`config.mk`:
```
export PLATFORM = sky130hd
export DESIGN_NAME = pipelined_shifter
export DESIGN_NICKNAME = d
export VERILOG_FILES = /design/src/rtl/shift_pkg.sv /design/src/rtl/shift_stage.sv /design/src/rtl/pipelined_shifter.sv
export SDC_FILE = /design/constraint.sdc
export NUM_CORES = 1
export LEC_CHECK = 0
export ABC_AREA = 1
export CORE_ASPECT_RATIO = 0.8
export CORE_UTILIZATION = 54
export CTS_CLUSTER_DIAMETER = 40
export DETAILED_ROUTE_END_ITERATION = 8
export PLACE_DENSITY = 0.86
export SYNTH_ARGS = -nofsm -noshare
export SYNTH_HDL_FRONTEND = slang
export SYNTH_SLANG_ARGS = --single-unit
```
`constraint.sdc`:
```
create_clock -name clk -period 1.21 [get_ports clk]
set_clock_uncertainty 0.1 [all_clocks]
set_input_delay 0.242 -clock clk [delete_from_list [all_inputs] [get_ports clk]]
set_output_delay 0.242 -clock clk [all_outputs]
set_load 0.02 [all_outputs]
```
`src/rtl/shift_pkg.sv`:
```
// Shared definitions for the pipelined barrel shifter: operation encoding
// used by both the pipeline top and the per-stage shift logic.
package shift_pkg;

  typedef logic [1:0] shift_op_t;

  localparam shift_op_t SHIFT_SLL = 2'b00;
  localparam shift_op_t SHIFT_SRL = 2'b01;
  localparam shift_op_t SHIFT_SRA = 2'b10;
  localparam shift_op_t SHIFT_ROR = 2'b11;

endpackage

```
`src/rtl/shift_stage.sv`:
```
// One combinational barrel-shifter stage: shifts by 2^STAGE when enabled and
// selects the bit that leaves the word as the new carry.
module shift_stage
  import shift_pkg::*;
#(
  parameter int BUS_WIDTH = 8,
  parameter int STAGE     = 0
) (
  input  logic [BUS_WIDTH-1:0] data_in,
  input  logic                 carry_in,
  input  shift_op_t            op,
  input  logic                 shift_en,
  output logic [BUS_WIDTH-1:0] data_out,
  output logic                 carry_out
);

  localparam int SHIFT = 1 << STAGE;

  // SRA relies on the MSB still holding the original sign bit, which every
  // earlier SRA stage preserves by filling with it.
  always_comb begin
    data_out  = data_in;
    carry_out = carry_in;
    if (shift_en) begin
      unique case (op)
        SHIFT_SLL: begin
          data_out  = data_in << SHIFT;
          carry_out = data_in[BUS_WIDTH-SHIFT];
        end
        SHIFT_SRL: begin
          data_out  = data_in >> SHIFT;
          carry_out = data_in[SHIFT-1];
        end
        SHIFT_SRA: begin
          data_out  = $signed(data_in) >>> SHIFT;
          carry_out = data_in[SHIFT-1];
        end
        SHIFT_ROR: begin
          data_out  = (data_in >> SHIFT) | (data_in << (BUS_WIDTH - SHIFT));
          carry_out = data_in[SHIFT-1];
        end
      endcase
    end
  end

endmodule

```
`src/rtl/pipelined_shifter.sv`:
```
// Pipelined barrel shifter: one register per shift stage, a single global
// stall enable, and valid/ready handshakes on both sides.
module pipelined_shifter
  import shift_pkg::*;
#(
  parameter int BUS_WIDTH      = 8,
  parameter int BUS_WIDTH_BITS = 3
) (
  input  logic                      clk,
  input  logic                      rst_n,
  input  logic                      in_valid,
  output logic                      in_ready,
  input  logic [BUS_WIDTH-1:0]      in_a,
  input  logic [BUS_WIDTH_BITS-1:0] in_amt,
  input  shift_op_t                 in_op,
  output logic                      out_valid,
  input  logic                      out_ready,
  output logic [BUS_WIDTH-1:0]      out_y,
  output logic                      out_carry,
  output logic                      out_zero
);

  localparam int N = BUS_WIDTH_BITS;

  logic                      en;
  logic [N-1:0]              valid_q;
  logic [N-1:0]              carry_q;
  logic [N-1:0]              carry_d;
  logic [BUS_WIDTH-1:0]      data_q [N];
  logic [BUS_WIDTH-1:0]      data_d [N];
  shift_op_t                 op_q   [N];
  logic [BUS_WIDTH_BITS-1:0] amt_q  [N];

  // Whole pipe advances together; a stalled output freezes every stage.
  assign en       = ~out_valid | out_ready;
  assign in_ready = en;

  genvar k;
  generate
    for (k = 0; k < N; k++) begin : g_stage
      if (k == 0) begin : g_first
        shift_stage #(.BUS_WIDTH(BUS_WIDTH), .STAGE(0)) u_stage (
          .data_in  (in_a),
          .carry_in (1'b0),
          .op       (in_op),
          .shift_en (in_amt[0]),
          .data_out (data_d[0]),
          .carry_out(carry_d[0])
        );
      end else begin : g_rest
        shift_stage #(.BUS_WIDTH(BUS_WIDTH), .STAGE(k)) u_stage (
          .data_in  (data_q[k-1]),
          .carry_in (carry_q[k-1]),
          .op       (op_q[k-1]),
          .shift_en (amt_q[k-1][k]),
          .data_out (data_d[k]),
          .carry_out(carry_d[k])
        );
      end
    end
  endgenerate

  always_ff @(posedge clk or negedge rst_n) begin
    if (!rst_n) begin
      valid_q <= '0;
      carry_q <= '0;
      for (int i = 0; i < N; i++) begin
        data_q[i] <= '0;
        op_q[i]   <= SHIFT_SLL;
        amt_q[i]  <= '0;
      end
    end else if (en) begin
      valid_q[0] <= in_valid & en;
      op_q[0]    <= in_op;
      amt_q[0]   <= in_amt;
      for (int i = 1; i < N; i++) begin
        valid_q[i] <= valid_q[i-1];
        op_q[i]    <= op_q[i-1];
        amt_q[i]   <= amt_q[i-1];
      end
      for (int i = 0; i < N; i++) begin
        data_q[i] <= data_d[i];
      end
      carry_q <= carry_d;
    end
  end

  assign out_valid = valid_q[N-1];
  assign out_y     = data_q[N-1];
  assign out_carry = carry_q[N-1];
  assign out_zero  = (data_q[N-1] == '0);

endmodule

```
After elaboration in Yosys (flattened, before gate mapping)
Cells that the tools add are included.
- flip-flop bits (word level): 40
- input bits: 17
- output and inout port bits: 12
- word-level logic and storage cells: 43
- equality and inequality tests: 9
- muxes and demuxes: 12
- bitwise operators: 6
- reductions and logical operators: 7
- operators by type and width (operator ; count):
    $pmux W8 S4 ; 3
    $mux W8 ; 3
    $eq A2 B2 Y1 const B ; 6
    $reduce_or A3 Y1 ; 3
    $logic_not A8 Y1 ; 1
    $or A4 B8 Y8 ; 1
    $or A6 B8 Y8 ; 1
    $or A7 B8 Y8 ; 1
    $eq A2 B1 Y1 const B ; 3
    $logic_not A2 Y1 ; 3
    $pmux W1 S2 ; 3
    $mux W1 ; 3
    $and A1 B1 Y1 ; 1
    $not A1 Y1 ; 1
    $or A1 B1 Y1 ; 1

Depth between registers and ports, before layout
- depth in word-level cells: 4
- mapped depth: 7
- depth with buffers taken out: 7

Modules after synthesis
From an unflattened synthesis, not the netlist that was laid out.
- cells, all modules: 326
- area total of the unflattened synthesis: 2220.9 um^2
- by module, submodules not included (module ; times used ; cells each ; area an instance (um^2) ; sequential area each (um^2)):
    pipelined_shifter ; 1 ; 172 ; 1508.9 ; 925.9
    shift_stage (g_stage[1].g_rest.u_stage) ; 1 ; 54 ; 247.7 ; 0.0
    shift_stage (g_stage[0].g_first.u_stage) ; 1 ; 53 ; 244.0 ; 0.0
    shift_stage (g_stage[2].g_rest.u_stage) ; 1 ; 47 ; 220.2 ; 0.0

Least setup slack after synthesis
OpenSTA, ideal clock, no wires.
- kind: register to output
- start: reg valid_q[2]
- end: out in_ready
- arrival time: 0.820 ns
- data required time: 0.868 ns
- slack: 0.048 ns
- cell stages (with the launch flop): 3
- buffers on the path: 1
- cell sequence: dfrtp_1 nand2_4 buf_2
- word-level cells in the longest chain between the ends: 2
- RTL lines (item ; line ; RTL):
    from (decl) ; pipelined_shifter.sv:26 ; logic [N-1:0] valid_q;
    from (signal, indexed assignment) ; pipelined_shifter.sv:77 ; valid_q[i] <= valid_q[i-1];
    $not A1 Y1 ; pipelined_shifter.sv:35 ; assign en = ~out_valid | out_ready;
    $or A1 B1 Y1 ; pipelined_shifter.sv:35 ;
    to (decl) ; pipelined_shifter.sv:12 ; output logic in_ready,
Every way passes these cells.

Worst setup path in the final report
- start: reg data_q (netlist bit out_y[2])
- end: out out_zero
- word-level cells in the longest chain between the ends: 1
- RTL lines (item ; line ; RTL):
    from (decl) ; pipelined_shifter.sv:29 ; logic [BUS_WIDTH-1:0] data_q [N];
    from (signal, indexed assignment) ; pipelined_shifter.sv:82 ; data_q[i] <= data_d[i];
    $logic_not A8 Y1 ; pipelined_shifter.sv:91 ; assign out_zero = (data_q[N-1] == '0);
    to (decl) ; pipelined_shifter.sv:20 ; output logic out_zero
Every way passes these cells.

==> out/qor.yml <==
hold_viol_final: 0
path_cells: "nor2_1 -> nand2_1 -> nor2_1 -> buf_4"
slowest_delay_ns: 0.41
rsz0062_at_grt: "yes"
final_antenna_net_count: 0
die_h_um: 58.0
drc: 0
drt_first_pass_iters: 8
netlist_instances: 305
synthXorXnorAreaFrac: 0
fin_crit_sh: 1.31
crit_path_frequent_cell: "nor2_1"
viasPerCell: 6.44
worstSetupEndpointType: "output port"
yosys_warnings: 0
final.fill_count: 118
synth_area_um2: 2110
crit_start: "out_y[2]"
synth_top_area_frac: 0.438
clock_sinks: 37
portBuffers: 28
synth_mux_area_frac: 0
syn_nets: 322
relSlewSlack: 0.787
multi_input_area_um2: 1180
avgSynthCellArea_um2: 6.93
drive_gt1_frac: 0.393
min_period_ns: 1.58
io_pins: 29
leakage_nw: 1.65
yosys.area.top_type: "dfrtp_1"
num_rows: 19
grt_pass1_vias: 2130
root_buffer: "clkbuf_8"
synth_simple_gate_area_share: 0.327
final_nets: 381
ff_latch_area_um2: 928
vias: 2677
cap_violations: 0
path_max_fanout: 2
worst-path-buf-inv: 1
cp.arrival_ns: 1.24
grt_first_pass_wirelength_mm: 9.66
required_ns: 0.87
setup_viol: 48
numCtsBuffers: 5
critPathKind: "flip-flop to output port"
synth_top_family_by_area: "simple AND/OR/NAND/NOR gates"
cp_top_family: "flip-flops"
area.growth.synth_to_final_pct: 54.7
hold_class: "input pin to asynchronous set/reset pin"
pwr_density_cell_nw_per_um2: 2340
fmax_ghz: 0.633
ys_ff_latch: 37
synth_compound_area_frac: 0.106
status: "complete, but fails checks"
dieArea_um2: 4170
r2r_start: "valid_q[2]"
num_antenna_cells: 0
grt_remaining_overflow: 0
critPathLaunchType: "flip-flop"
max-vdd-ir-drop_mv: 2.04
drt-total-wl_mm: 9.25
crit_slowest_cell: "dfrtp_1"
synth_cell_type_count: 18
worst_slew_pin_slew_ns: 0.317
synth_area_leaders: "dfrtp_1 44%, nand2_1 17%, nor2_1 7.6%"
drv_slew: 0
place_congestion: 0.883
cts.clk_slew.worst_paths_ns: 0.08
h-tree-depth: 2
clockBufferDepth: 2
total_power_mw: 7.67
holdBufCountCts: 0
dp_slack_ns: -0.525
clk_latency_ns: 0.31
die_w_um: 72.0
first_iter_violations: 504
cts_tree: "built"
hpwl_mm: 3.41
layout_setup_ws_ns: -0.369
wl_per_cell_um: 22.2
fp.coreArea_um2: 3590
grt_max_degree: 38
start_util: 0.589
synth_fa_ha_area_frac: 0
violations: "negative setup slack"
grt_util_all_layers: 0.309
antenna_found_initial: 0
ys_seq_area_frac: 0.438
placed cells by master (no fill, tap or decap):
cell type	n
dfrtp_2	2
nand3_2	2
buf_8	3
buf_12	6
buf_6	25
inv_1	30
inv_2	9
nor2_2	10
buf_4	14
o21ai_2	16
clkinv_8	1
nand2_2	14
buf_16	3
nor2_1	28
a21oi_1	4
nand3_1	18
clkdlybuf4s50_1	14
clkbuf_8	6
dfrtp_1	35
nand2_1	80
o21ai_4	3
a21oi_2	12
o21ai_1	5
buf_2	1
o21ai_0	1
nand2_4	7
nor3_1	3
clkbuf_1	1
dlygate4sd2_1	2
nor2_4	7
clkbuf_16	2
cell usage after synthesis:
library cell	instances
nand2_1	98
nor2_1	43
dfrtp_1	37
inv_1	31
nand3_1	20
a21oi_1	14
o21ai_1	13
buf_4	11
inv_2	9
o21ai_0	9
buf_2	6
nor3_1	3
o21ai_2	3
a21oi_2	2
nand2_2	2
nor2_4	2
buf_6	1
nand2_4	1
state kept, by name, indices dropped and copies added (netlist names):
register / count
out_y: 8
amt_q: 3
op_q: 4
data_q: 16
carry_q: 3
valid_q: 3
final timing paths:
kind | slack [ns] | cells after the start | endpoint
hold reg to reg | 0.43 | 2 | carry_q[2]
setup / recovery | -0.37 | 4 | out_zero
hold / removal | 0.27 | 2 | amt_q[8]
min in group clk | 0.42 | 3 | valid_q[0]
setup reg to reg | -0.23 | 8 | out_y[4]
max in group asynchronous | 0.53 | 2 | carry_q[1]
worst register-to-register path, delay by kind of cell, from the launching register on:
family                 cells  cell delay (ns)
DFF                        1             0.44
buffers and inverters      4             0.50
and+or+nand+nor            4             0.33
power by group:
part	leakage, nW	internal, mW	total, mW	switching, mW
logic	1.16	2.02	4.49	2.47
clock network	0.0443	0.452	0.902	0.450
registers	0.438	1.73	2.28	0.550
total	1.65	4.20	7.67	3.47
cells by family (layout without fill, tap and decap cells):
kind of cell	count (synthesis)	in the layout
AND/OR/NAND/NOR	169	169
flip-flops	37	37
buffers and inverters	58	117
AO/OA/AOI/OAI	41	41
through the flow:
step / hold slack, ns / cell area, um2 / TNS, ns / cells / util
2_1_floorplan: -0.154 / 2110 / 0 / 305 / -
3_3_place_gp: 0.325 / 2550 / -14.84 / 389 / 0.711
3_5_place_dp: 0.337 / 2550 / -15.84 / 389 / 0.711
4_1_cts: 0.239 / 2920 / -1.57 / 407 / 0.814
5_1_grt: 0.274 / 3270 / -7.87 / 416 / 0.911
6_report: 0.272 / 3270 / -6.69 / 416 / 0.911
layout make-up:
type	count	area share
Sequential cell	37	0.284
Inverter	40	0.0497
Timing Repair Buffer	70	0.259
Tap cell	52	0.0199
Multi-Input combinational cell	210	0.361
Clock buffer	7	0.0264
repair_timing:
item                       4_1_cts  5_1_grt
gates resized for setup        113       83
setup endpoints to repair       44       44
buffers inserted                 8       11
gates cloned                     3        2
pin swaps                       18       21
per-layer routing:
layer	share of wire	global-route usage
met1	0.35	0.392
met2	0.44	0.512
met3	0.13	0.0730
met4	0.083	0.132
met5	0	0
Power figures use the tool's default switching activity.
